==> config.mk <==
export PLATFORM = sky130hd
export DESIGN_NAME = mem_port_arbiter
export DESIGN_NICKNAME = d
export VERILOG_FILES = /design/src/rtl/arb_pkg.sv /design/src/rtl/mem_port_arbiter_starve_ctr.sv /design/src/rtl/mem_port_arbiter.sv
export SDC_FILE = /design/constraint.sdc
export NUM_CORES = 1
export LEC_CHECK = 0
export BUFFER_PORTS_ARGS = -buffer_cell sky130_fd_sc_hd__buf_2
export CAP_MARGIN = 0
export CORE_MARGIN = 2
export CORE_UTILIZATION = 49
export DETAILED_ROUTE_END_ITERATION = 10
export PLACE_DENSITY = 0.85
export SLEW_MARGIN = 10
export SYNTH_ARGS = -nofsm -noshare
export SYNTH_HDL_FRONTEND = slang
export SYNTH_HIERARCHICAL = 1
export SYNTH_SLANG_ARGS = --single-unit
==> constraint.sdc <==
create_clock -name clk -period 3.42 [get_ports clk]
set_input_delay 0.342 -clock clk [delete_from_list [all_inputs] [get_ports clk]]
set_output_delay 0.342 -clock clk [all_outputs]
set_load 0.02 [all_outputs]
==> src/rtl/arb_pkg.sv <==
// Shared types and defaults for the fetch/data memory-port arbiter.
// Optional starvation guard is enabled by defining ARB_STARVE_GUARD_EN.
package arb_pkg;

  typedef enum logic [1:0] {
    IDLE    = 2'd0,
    BUSY_IF = 2'd1,
    BUSY_DM = 2'd2
  } arb_state_t;

  typedef enum logic {
    PORT_IF = 1'b0,
    PORT_DM = 1'b1
  } arb_port_t;

  localparam int STARVE_LIMIT_DEF = 4;

endpackage

==> src/rtl/mem_port_arbiter_starve_ctr.sv <==
// Saturating count of data-port grants issued while a fetch waits; flags when
// the fetch port must be given the next grant. Built only with ARB_STARVE_GUARD_EN.
module arb_starve_ctr #(
  parameter int STARVE_LIMIT = 4
) (
  input  logic clk,
  input  logic rst_n,
  input  logic if_req_i,
  input  logic if_gnt_i,
  input  logic dm_gnt_i,
  output logic starved_o
);

  localparam int W = $clog2(STARVE_LIMIT + 1);
  localparam logic [W-1:0] LIMIT = W'(STARVE_LIMIT);

  logic [W-1:0] cnt_q;

  always_ff @(posedge clk or negedge rst_n) begin
    if (!rst_n) begin
      cnt_q <= '0;
    end else if (if_gnt_i || !if_req_i) begin
      cnt_q <= '0;
    end else if (dm_gnt_i && (cnt_q != LIMIT)) begin
      cnt_q <= cnt_q + 1'b1;
    end
  end

  assign starved_o = (cnt_q == LIMIT);

endmodule

==> src/rtl/mem_port_arbiter.sv <==
// Arbitrates fetch and data ports onto one memory port; data port has priority.
// Define ARB_STARVE_GUARD_EN to let a waiting fetch win after STARVE_LIMIT data grants.
module mem_port_arbiter
  import arb_pkg::*;
#(
  parameter int STARVE_LIMIT = STARVE_LIMIT_DEF
) (
  input  logic        clk,
  input  logic        reset,
  input  logic        if_req,
  input  logic [31:0] if_addr,
  output logic        if_gnt,
  output logic [31:0] if_rdata,
  output logic        if_rvalid,
  input  logic        dm_req,
  input  logic        dm_we,
  input  logic [31:0] dm_addr,
  input  logic [31:0] dm_wdata,
  output logic        dm_gnt,
  output logic [31:0] dm_rdata,
  output logic        dm_rvalid,
  output logic        mem_req,
  output logic        mem_we,
  output logic [31:0] mem_addr,
  output logic [31:0] mem_wdata,
  input  logic        mem_ack,
  input  logic [31:0] mem_rdata,
  output logic        stall_if,
  output logic        stall_dm
);

  arb_state_t  state_q;
  logic [31:0] addr_q;
  logic [31:0] wdata_q;
  logic        we_q;
  logic [31:0] if_rdata_q;
  logic [31:0] dm_rdata_q;
  logic        if_rvalid_q;
  logic        dm_rvalid_q;

  logic        starved;
  logic        gnt_vld;
  arb_port_t   gnt_sel;

`ifdef ARB_STARVE_GUARD_EN
  arb_starve_ctr #(
    .STARVE_LIMIT (STARVE_LIMIT)
  ) u_starve_ctr (
    .clk       (clk),
    .rst_n     (reset),
    .if_req_i  (if_req),
    .if_gnt_i  (if_gnt),
    .dm_gnt_i  (dm_gnt),
    .starved_o (starved)
  );
`else
  logic [31:0] unused_starve_limit;
  assign unused_starve_limit = 32'(STARVE_LIMIT);
  assign starved = 1'b0;
`endif

  // Grants are only offered from IDLE, so the ack cycle never grants.
  always_comb begin
    gnt_vld = 1'b0;
    gnt_sel = PORT_DM;
    if (reset && (state_q == IDLE)) begin
      if (if_req && (!dm_req || starved)) begin
        gnt_vld = 1'b1;
        gnt_sel = PORT_IF;
      end else if (dm_req) begin
        gnt_vld = 1'b1;
        gnt_sel = PORT_DM;
      end
    end
  end

  assign if_gnt = gnt_vld && (gnt_sel == PORT_IF);
  assign dm_gnt = gnt_vld && (gnt_sel == PORT_DM);

  always_ff @(posedge clk or negedge reset) begin
    if (!reset) begin
      state_q     <= IDLE;
      addr_q      <= '0;
      wdata_q     <= '0;
      we_q        <= 1'b0;
      if_rdata_q  <= '0;
      dm_rdata_q  <= '0;
      if_rvalid_q <= 1'b0;
      dm_rvalid_q <= 1'b0;
    end else begin
      if_rvalid_q <= 1'b0;
      dm_rvalid_q <= 1'b0;
      unique case (state_q)
        IDLE: begin
          if (dm_gnt) begin
            state_q <= BUSY_DM;
            addr_q  <= dm_addr;
            we_q    <= dm_we;
            wdata_q <= dm_wdata;
          end else if (if_gnt) begin
            state_q <= BUSY_IF;
            addr_q  <= if_addr;
            we_q    <= 1'b0;
            wdata_q <= '0;
          end
        end
        BUSY_IF: begin
          if (mem_ack) begin
            if_rdata_q  <= mem_rdata;
            if_rvalid_q <= 1'b1;
            state_q     <= IDLE;
          end
        end
        BUSY_DM: begin
          if (mem_ack) begin
            // Stores complete with a pulse but leave the load data intact.
            if (!we_q) dm_rdata_q <= mem_rdata;
            dm_rvalid_q <= 1'b1;
            state_q     <= IDLE;
          end
        end
        default: state_q <= IDLE;
      endcase
    end
  end

  assign mem_req   = (state_q != IDLE);
  assign mem_we    = (state_q == BUSY_DM) && we_q;
  assign mem_addr  = addr_q;
  assign mem_wdata = wdata_q;

  assign if_rdata  = if_rdata_q;
  assign dm_rdata  = dm_rdata_q;
  assign if_rvalid = if_rvalid_q;
  assign dm_rvalid = dm_rvalid_q;

  assign stall_if  = if_req && !if_rvalid_q;
  assign stall_dm  = dm_req && !dm_rvalid_q;

endmodule
==> results.toml <==
[cells_and_area]
layout-drive-gt1-share_pct = 56.55
multiInputGateArea_mm2 = 0.001753
fill_cells = 750
seqCellArea_mm2 = 0.003328
diodes = 0
final_nets = 781
syn_to_final_growth_pct = 38.10
final_common_cell = "buf_2"
final_cell_mix = "buf_2, dfrtp_1, nand2_1"
fin_cells = 792

[global_routing]
track_usage_pct = 25.37
antenna_found_initial = 0
grt_pass1_wl_mm = 22.38
grt_pass1_vias = 4489
grt_overflow_total = 0
grt_max_degree = 66

[logic_synthesis]
ys_seq_elements = 133
syn-cell-area_mm2 = 0.005268
ys_seq_area_share_pct = 63.18
yosysWarnings = 6
syn-instance-count = 377
synth_fp_nets = 514
avgSynthCellArea_um2 = 13.97
synth_cell_types = 24

[floorplanning]
core_mm2 = 0.01037
dieArea_mm2 = 0.01160
top_level_ports = 270
rows = 37
die_w_um = 107.7
start_util_pct = 50.80
die_h_um = 107.7

[placement]
placed_cells = 760
portBuffers = 269
dpl.hpwl_mm = 10.42
globalplace.congestion = 0.8742
place_ws_ns = 1.281

[setup_path]
crit_path_start_kind = "flip-flop"
critPathArrivalTime_ns = 2.26
endpoint_kind = "output pin"
worstPathRequired_ns = 3.08
critical_path_class = "flip-flop to output pin"
path_max_fanout = 33

[routing]
first_iter_violations = 193
num_vias = 4218
routed_wl_mm = 14.58
wire_per_inst_um = 18.40
vias_per_cell = 5.326
first_pass_iters = 6
route.detailed.drc = 0
ant_nets = 0

[pwr]
power.leakage_nw = 3.914
power_density_mw_per_mm2 = 1085
ir_drop_v = 0.0005028

[cts]
cts_tree = "built"
numClockSinks = 133
root_buffer = "clkbuf_8"
clk_pin_slew_ns = 0.06
h-tree-depth = 4
numCtsBuffers = 17
cts_buffer_depth = 2
clkLatencyLatePin_ns = 0.52

[sta]
finalSetupTns_ns = 0
rsz0062_at_grt = "no"
setup_slack_ns = 0.8190
hold_violations = 0
slew_headroom_pct = 21.56
final.setup_skew_ns = 0.004923
setup_viol = 0
maxSlewViolCount = 0
fmax_mhz = 384.5
max_slew.worst_pin.slew_ns = 1.171
period_needed_ns = 2.601
period_share_pct = 76.05

[status]
outcome = "completed"

[run]
maxCapViolations = 0

[hold_path]
hold_path_class = "primary input to flip-flop"
through the flow:
| step | power (mW) | cell area (um^2) | hold WS [ns] | utilization (%) |
|---|---|---|---|---|
| after detailed placement | 6.108 | 6676 | 0.1742 | 64.38 |
| after CTS | 7.948 | 7274 | 0.02074 | 70.15 |
| final | 7.895 | 7274 | 0.04584 | 70.15 |
| after global placement | 5.950 | 6676 | 0.1741 | 64.38 |
| after floorplan | 4.900 | 5268 | 0.04641 | - |
| after global routing | 8.289 | 7274 | 0.02726 | 70.15 |
synthesized netlist by cell type:
library cell | instances | share of area, %
mux2_1 | 2 | 0.43
mux2i_1 | 1 | 0.19
nand2b_1 | 2 | 0.24
buf_4 | 2 | 0.28
clkbuf_1 | 7 | 0.50
and4b_1 | 1 | 0.19
nand2_1 | 34 | 2.4
ha_1 | 3 | 0.71
a22o_1 | 33 | 5.5
a22oi_1 | 1 | 0.14
mux2_4 | 30 | 8.6
buf_6 | 7 | 1.5
and2_1 | 2 | 0.24
mux2_2 | 32 | 6.8
o21ai_1 | 33 | 3.1
buf_2 | 12 | 1.1
o22ai_1 | 33 | 3.9
nor2_1 | 1 | 0.071
and3_1 | 1 | 0.12
nor2b_1 | 1 | 0.12
inv_1 | 4 | 0.28
o211ai_2 | 1 | 0.24
inv_2 | 1 | 0.071
dfrtp_1 | 133 | 63
state kept, by name, summed over array words and instances (netlist names):
name / count
dm_rdata: 32
if_rdata: 32
mem_addr: 32
mem_wdata: 32
state_q: 2
dm_rvalid: 1
if_rvalid: 1
we_q: 1
critical path, stage by stage (launching register included):
cell and delay [ns]:
dfrtp_1 0.40, inv_1 0.12, ha_1 0.29, and3_2 0.64, buf_2 0.28
path summary, 6_finish.rpt:
path	start	end	slack, ns	cells after the start
max in group asynchronous	reset	mem_wdata[8]	1.45	4
worst max register to register	state_q[0]	dm_rdata[31]	1.27	5
worst min-delay path	dm_wdata[26]	mem_wdata[26]	0.05	2
min in group asynchronous	reset	we_q	0.19	2
worst max-delay path	state_q[1]	dm_gnt	0.82	4
worst min register to register	mem_addr[2]	mem_addr[2]	0.48	2
metal layers:
metal | routed length, um | vias to the layer above | GRT usage, %
met5 | 0 | - | 0
met4 | 306 | 0 | 9.799
met3 | 976 | 30 | 7.446
met2 | 7799 | 182 | 45.10
met1 | 5493 | 2106 | 28.60
li1 | - | 1900 | -
layout make-up:
cell class,instances,share of cell area [%]
flip-flops and latches,133,45.75
clock buffers,19,5.934
inverters,5,0.2580
multi-input cells,211,24.10
well taps,136,2.339
clock inverters,12,2.150
repair buffers,276,19.47
report_power, final:
part           internal [mW]  switching, mW
registers               2.34          0.438
clock network           1.12          0.668
logic                   1.37           1.96
kinds of logic (layout without fill, tap and decap cells):
kind of cell,after synthesis,after routing,share of synthesized area [%]
multiplexers,65,65,16.01
adder cells (fa/ha/maj),3,3,0.7127
flip-flops,133,133,63.18
buffers and inverters,33,312,3.777
AO/OA/AOI/OAI,101,101,12.92
AND/OR/NAND/NOR,42,42,3.397
timing repair:
action,CTS,global route
setup buffers,0,0
hold buffers,1,0
hold endpoints to repair,5,0
resized for setup,0,0
Note: power is estimated with default switching activity, not from simulation.
